--- src/rtl/dmem_axi_master.sv ---
// MEM-stage data access unit: turns each load/store from the EX/MEM register into
// one single-beat AXI4 transaction and stalls the pipeline until it completes.
//
// state     | meaning
// ----------+----------------------------------------------------------
// S_IDLE    | no access in flight; a request stalls and starts a transaction
// S_RD_ADDR | ARVALID held until ARREADY
// S_RD_DATA | RREADY high, waiting for the read beat
// S_WR_REQ  | AW and W offered together, each drops after its own handshake
// S_WR_RESP | BREADY high, waiting for the write response
// S_DONE    | one unstalled cycle so the held EX/MEM request is not re-issued
module dmem_axi_master #(
  parameter int              ADDR_W    = 32,
  parameter int              DATA_W    = 32,
  parameter int              ID_W      = 4,
  parameter logic [ID_W-1:0] MASTER_ID = 4'd1
) (
  input  logic              clk,
  input  logic              rst,
  input  logic              mem_memread,
  input  logic              mem_memwrite,
  input  logic              ls_word,
  input  logic [ADDR_W-1:0] addr,
  input  logic [DATA_W-1:0] wdata_in,
  output logic [DATA_W-1:0] rdata_out,
  output logic              d_stall,
  output logic              bus_err,
  output logic [ID_W-1:0]   ARID,
  output logic [ADDR_W-1:0] ARADDR,
  output logic [7:0]        ARLEN,
  output logic [2:0]        ARSIZE,
  output logic [1:0]        ARBURST,
  output logic              ARVALID,
  input  logic              ARREADY,
  input  logic [ID_W-1:0]   RID,
  input  logic [DATA_W-1:0] RDATA,
  input  logic [1:0]        RRESP,
  input  logic              RLAST,
  input  logic              RVALID,
  output logic              RREADY,
  output logic [ID_W-1:0]   AWID,
  output logic [ADDR_W-1:0] AWADDR,
  output logic [7:0]        AWLEN,
  output logic [2:0]        AWSIZE,
  output logic [1:0]        AWBURST,
  output logic              AWVALID,
  input  logic              AWREADY,
  output logic [DATA_W-1:0] WDATA,
  output logic [3:0]        WSTRB,
  output logic              WLAST,
  output logic              WVALID,
  input  logic              WREADY,
  input  logic [ID_W-1:0]   BID,
  input  logic [1:0]        BRESP,
  input  logic              BVALID,
  output logic              BREADY
);

  typedef enum logic [2:0] {
    S_IDLE, S_RD_ADDR, S_RD_DATA, S_WR_REQ, S_WR_RESP, S_DONE
  } state_t;

  state_t            state, state_nxt;
  logic [ADDR_W-1:0] addr_q;
  logic [DATA_W-1:0] wdata_q;
  logic [3:0]        wstrb_q;
  logic [2:0]        size_q;
  logic              aw_done, w_done;
  logic [DATA_W-1:0] store_data;
  logic [3:0]        store_strb;
  logic              unused_inputs;

  // Only one transaction is ever outstanding, so IDs and RLAST carry no information.
  assign unused_inputs = ^{RID, BID, RLAST};

  always_comb begin
    store_data = wdata_in;
    store_strb = 4'b1111;
    if (!ls_word) begin
      store_data = DATA_W'(wdata_in[7:0]) << {addr[1:0], 3'b000};
      store_strb = 4'b0001 << addr[1:0];
    end
  end

  always_ff @(posedge clk) begin
    if (rst) state <= S_IDLE;
    else     state <= state_nxt;
  end

  always_comb begin
    state_nxt = state;
    case (state)
      S_IDLE: begin
        if (mem_memwrite)     state_nxt = S_WR_REQ;
        else if (mem_memread) state_nxt = S_RD_ADDR;
      end
      S_RD_ADDR: if (ARREADY) state_nxt = S_RD_DATA;
      S_RD_DATA: if (RVALID)  state_nxt = S_DONE;
      S_WR_REQ:  if ((aw_done || AWREADY) && (w_done || WREADY)) state_nxt = S_WR_RESP;
      S_WR_RESP: if (BVALID)  state_nxt = S_DONE;
      S_DONE:    state_nxt = S_IDLE;
      default:   state_nxt = S_IDLE;
    endcase
  end

  always_comb begin
    ARVALID = 1'b0;
    RREADY  = 1'b0;
    AWVALID = 1'b0;
    WVALID  = 1'b0;
    BREADY  = 1'b0;
    d_stall = 1'b1;
    case (state)
      S_IDLE:    d_stall = mem_memread | mem_memwrite;
      S_RD_ADDR: ARVALID = 1'b1;
      S_RD_DATA: RREADY  = 1'b1;
      S_WR_REQ: begin
        AWVALID = !aw_done;
        WVALID  = !w_done;
      end
      S_WR_RESP: BREADY  = 1'b1;
      S_DONE:    d_stall = 1'b0;
      default:   d_stall = 1'b0;
    endcase
  end

  always_ff @(posedge clk) begin
    if (rst) begin
      addr_q    <= '0;
      wdata_q   <= '0;
      wstrb_q   <= '0;
      size_q    <= '0;
      aw_done   <= 1'b0;
      w_done    <= 1'b0;
      rdata_out <= '0;
      bus_err   <= 1'b0;
    end else begin
      if (state == S_IDLE && (mem_memwrite || mem_memread)) begin
        addr_q  <= addr;
        size_q  <= ls_word ? 3'b010 : 3'b000;
        wdata_q <= store_data;
        wstrb_q <= store_strb;
        aw_done <= 1'b0;
        w_done  <= 1'b0;
      end
      if (AWVALID && AWREADY) aw_done <= 1'b1;
      if (WVALID && WREADY)   w_done  <= 1'b1;
      if (state == S_RD_DATA && RVALID) begin
        rdata_out <= RDATA;
        if (RRESP != 2'b00) bus_err <= 1'b1;
      end
      if (state == S_WR_RESP && BVALID && BRESP != 2'b00) bus_err <= 1'b1;
    end
  end

  assign ARID    = MASTER_ID;
  assign AWID    = MASTER_ID;
  assign ARLEN   = 8'd0;
  assign AWLEN   = 8'd0;
  assign ARBURST = 2'b01;
  assign AWBURST = 2'b01;
  assign WLAST   = 1'b1;
  assign ARADDR  = addr_q;
  assign AWADDR  = addr_q;
  assign ARSIZE  = size_q;
  assign AWSIZE  = size_q;
  assign WDATA   = wdata_q;
  assign WSTRB   = wstrb_q;

endmodule

--- config.mk ---
export PLATFORM = sky130hd
export DESIGN_NAME = dmem_axi_master
export DESIGN_NICKNAME = d
export VERILOG_FILES = /design/src/rtl/dmem_axi_master.sv
export SDC_FILE = /design/constraint.sdc
export NUM_CORES = 1
export LEC_CHECK = 0
export ABC_CLOCK_PERIOD_IN_PS = 2800
export CAP_MARGIN = 10
export CELL_PAD_IN_SITES_DETAIL_PLACEMENT = 2
export CELL_PAD_IN_SITES_GLOBAL_PLACEMENT = 2
export CORE_MARGIN = 1.5
export CORE_UTILIZATION = 21
export DETAILED_ROUTE_END_ITERATION = 8
export PLACE_DENSITY = 0.95
export SLEW_MARGIN = 10
export SYNTH_ARGS = -nofsm -noshare
export SYNTH_HDL_FRONTEND = slang
export SYNTH_SLANG_ARGS = --single-unit
--- constraint.sdc ---
create_clock -name clk -period 2.8 [get_ports clk]
set_input_delay 0.56 -clock clk [delete_from_list [all_inputs] [get_ports clk]]
set_output_delay 0.56 -clock clk [all_outputs]
set_load 0.01 [all_outputs]
==> run metrics <==
vias in the first global route 5090; GRT Total Usage 15.3%; Setup WS post-layout 0.310 ns; slew margin rel. 27.0%; synthesized area per cell 8.27 sq um; routed len/inst 17.1 um; sequential area share after synthesis 44.8%; final hold viol count 0; post-CTS setup buffer count 0; DRC Markers 0; Fin Clk Skew 0.00780 ns; DR pass1 iterations 4; Initial Util 21.2%; Num CTS Buffers 9; Synthesis Warnings 0; final hold slack 0.459 ns; maxcap violations 0; CP endpoint kind output pin; die area 23700 sq um; Die Width 154 um; Distinct cells, synth 34; gr ovfl total 0; post-synthesis cell count 578; P_leak 2.68 nW; largest net degree at the start of global routing 70; CTS sink count 107; min Tclk post-route 2.49 ns; Layout Utilization 32.9%; area delta synth->final 54.9%; most common library cell in the layout ignoring fill and taps clkdlybuf4s50_1; type of origin of the critical path flop; Post-Route WL 18100 um; CTS Root Cell clkbuf_16; critical path arrival 1.93 ns; initial antenna violation count 1; PortBufs 250; Final Slew Violations 0; R2R setup slack 0.73 ns; measured slew at the worst slew-check pin 1.09 ns; Final TNS setup 0 ns; Vert. Die Dim 154 um; Fillers 2550; final worst path period share 88.9%; worst vdd rail ir drop 385 uV; dpl cells 1040; share of layout cells above drive strength 1 6.36%; DP Worst Slack 0.280 ns; register cell area after layout 2140 sq um; status finished clean; clk_lat worst skew 0.35 ns; unrepaired setup endpoints after global routing no; P per Cell Area 840 nW/um^2; Final ANT Viol Nets 0; 1st-iter DRT viols 124; Multi-input gate area 2030 sq um; CTS clk-pin slew, worst paths 0.08 ns; final instance count without filler cells 1057; Max Fclk 402 MHz; Setup-failing EPs final 0; Mapped Area 4780 sq um; HPWL after DPL 13700 um; # H-tree levels 3; core footprint 22500 sq um; first-pass GRT wire length 28400 um; RePlAce Congestion 0.740; Via density 4.42; fin nets 885; commonest non-fill, non-tap cells in the layout clkdlybuf4s50_1 (248), nand2_1 (131), dfxtp_1 (107), a21oi_1 (68), nor2_1 (47); clock buffer depth 2; Synth Register Bits 107; Hold WC Path Type flop to flop; Critical Path Fanout Max 9; IO Pins 293; CTS tree done; critical path class flop to output pin; vias 4669; Row Count 55; Req. time, crit path 2.24 ns; post-CTS resize count 0; cts hold-fix bufs 0
## synth_stat cells
library cell | instances | area, sq um
a21oi_1 | 68 | 340
or2_1 | 1 | 6.26
or2_2 | 1 | 6.26
buf_1 | 5 | 18.8
a211o_1 | 1 | 8.76
buf_6 | 5 | 56.3
o211ai_1 | 1 | 7.51
mux2i_1 | 9 | 90.1
o32ai_1 | 1 | 8.76
nand2_1 | 131 | 492
a2111oi_0 | 1 | 8.76
o221ai_1 | 1 | 8.76
buf_4 | 67 | 503
a211oi_1 | 1 | 7.51
nor4_1 | 1 | 6.26
clkbuf_1 | 22 | 82.6
nor2b_1 | 11 | 68.8
conb_1 | 2 | 7.51
inv_1 | 4 | 15.0
nor3_4 | 1 | 16.3
dfxtp_1 | 107 | 2140
a221oi_1 | 3 | 26.3
nor3_1 | 33 | 165
nor2_1 | 48 | 180
o21ai_0 | 1 | 5.00
or3_1 | 1 | 6.26
a31oi_1 | 3 | 18.8
and2_1 | 9 | 56.3
nor3b_1 | 2 | 15.0
nand3b_1 | 1 | 7.51
o21bai_1 | 1 | 7.51
nand2b_1 | 3 | 18.8
buf_2 | 11 | 55.1
a221oi_2 | 21 | 315
## path summary, 6_finish.rpt
| kind | from | end | cells past startpoint |
|---|---|---|---|
| max | state[1] | d_stall | 4 |
| min | rdata_out[20] | rdata_out[20] | 2 |
| min reg2reg | rdata_out[20] | rdata_out[20] | 2 |
| max reg2reg | state[1] | WDATA[8] | 5 |
## state kept, by name, summed over array words and instances (netlist names)
register,count
WDATA,32
w_done,1
bus_err,1
aw_done,1
ARSIZE,1
ARADDR,32
rdata_out,32
state,3
WSTRB,4
## worst max-delay path, stage by stage (launching register included)
cell and delay [ns]:
dfxtp_1 0.52, or2_1 0.30, nor4_1 0.08, a21oi_1 0.14, clkdlybuf4s50_1 0.55
## final cells by class
type	count	share of cell area, %
antenna	1	0.0338
tap	285	4.82
inverter	4	0.203
clock inverter	7	0.794
timing repair buffer	256	34.8
multi-input combinational	388	27.4
clock buffer	9	3.04
sequential	107	28.9
## power by group
part	switching [mW]	internal, mW
registers	0.267	1.88
clock network	0.644	0.623
logic	1.42	1.39
## metrics by stage
step / power [mW] / cell area, sq um
6_report: 6.22 / 7400
5_1_grt: 6.64 / 7400
4_1_cts: 6.36 / 7400
3_5_place_dp: 5.04 / 7120
3_3_place_gp: 4.91 / 7120
2_1_floorplan: 3.76 / 4890
## per-layer routing
metal	part of all wire, %	vias to the layer above	global-route usage, %
met4	2.4	0	5.09
met3	5.7	27	4.17
met2	53	175	28.9
met5	0	-	0
met1	39	2274	16.4
li1	-	2193	-
## cells by family (layout without fill, tap and decap cells)
kind of cell	after synthesis	after routing	share of synthesized area (%)
flops	107	107	44.8
compound gates	103	103	16.0
mux	9	9	1.89
other cells	2	34	0.157
simple gates	243	243	21.9
buf+inv	114	276	15.3
No activity file was read; power rests on OpenSTA's default activity.
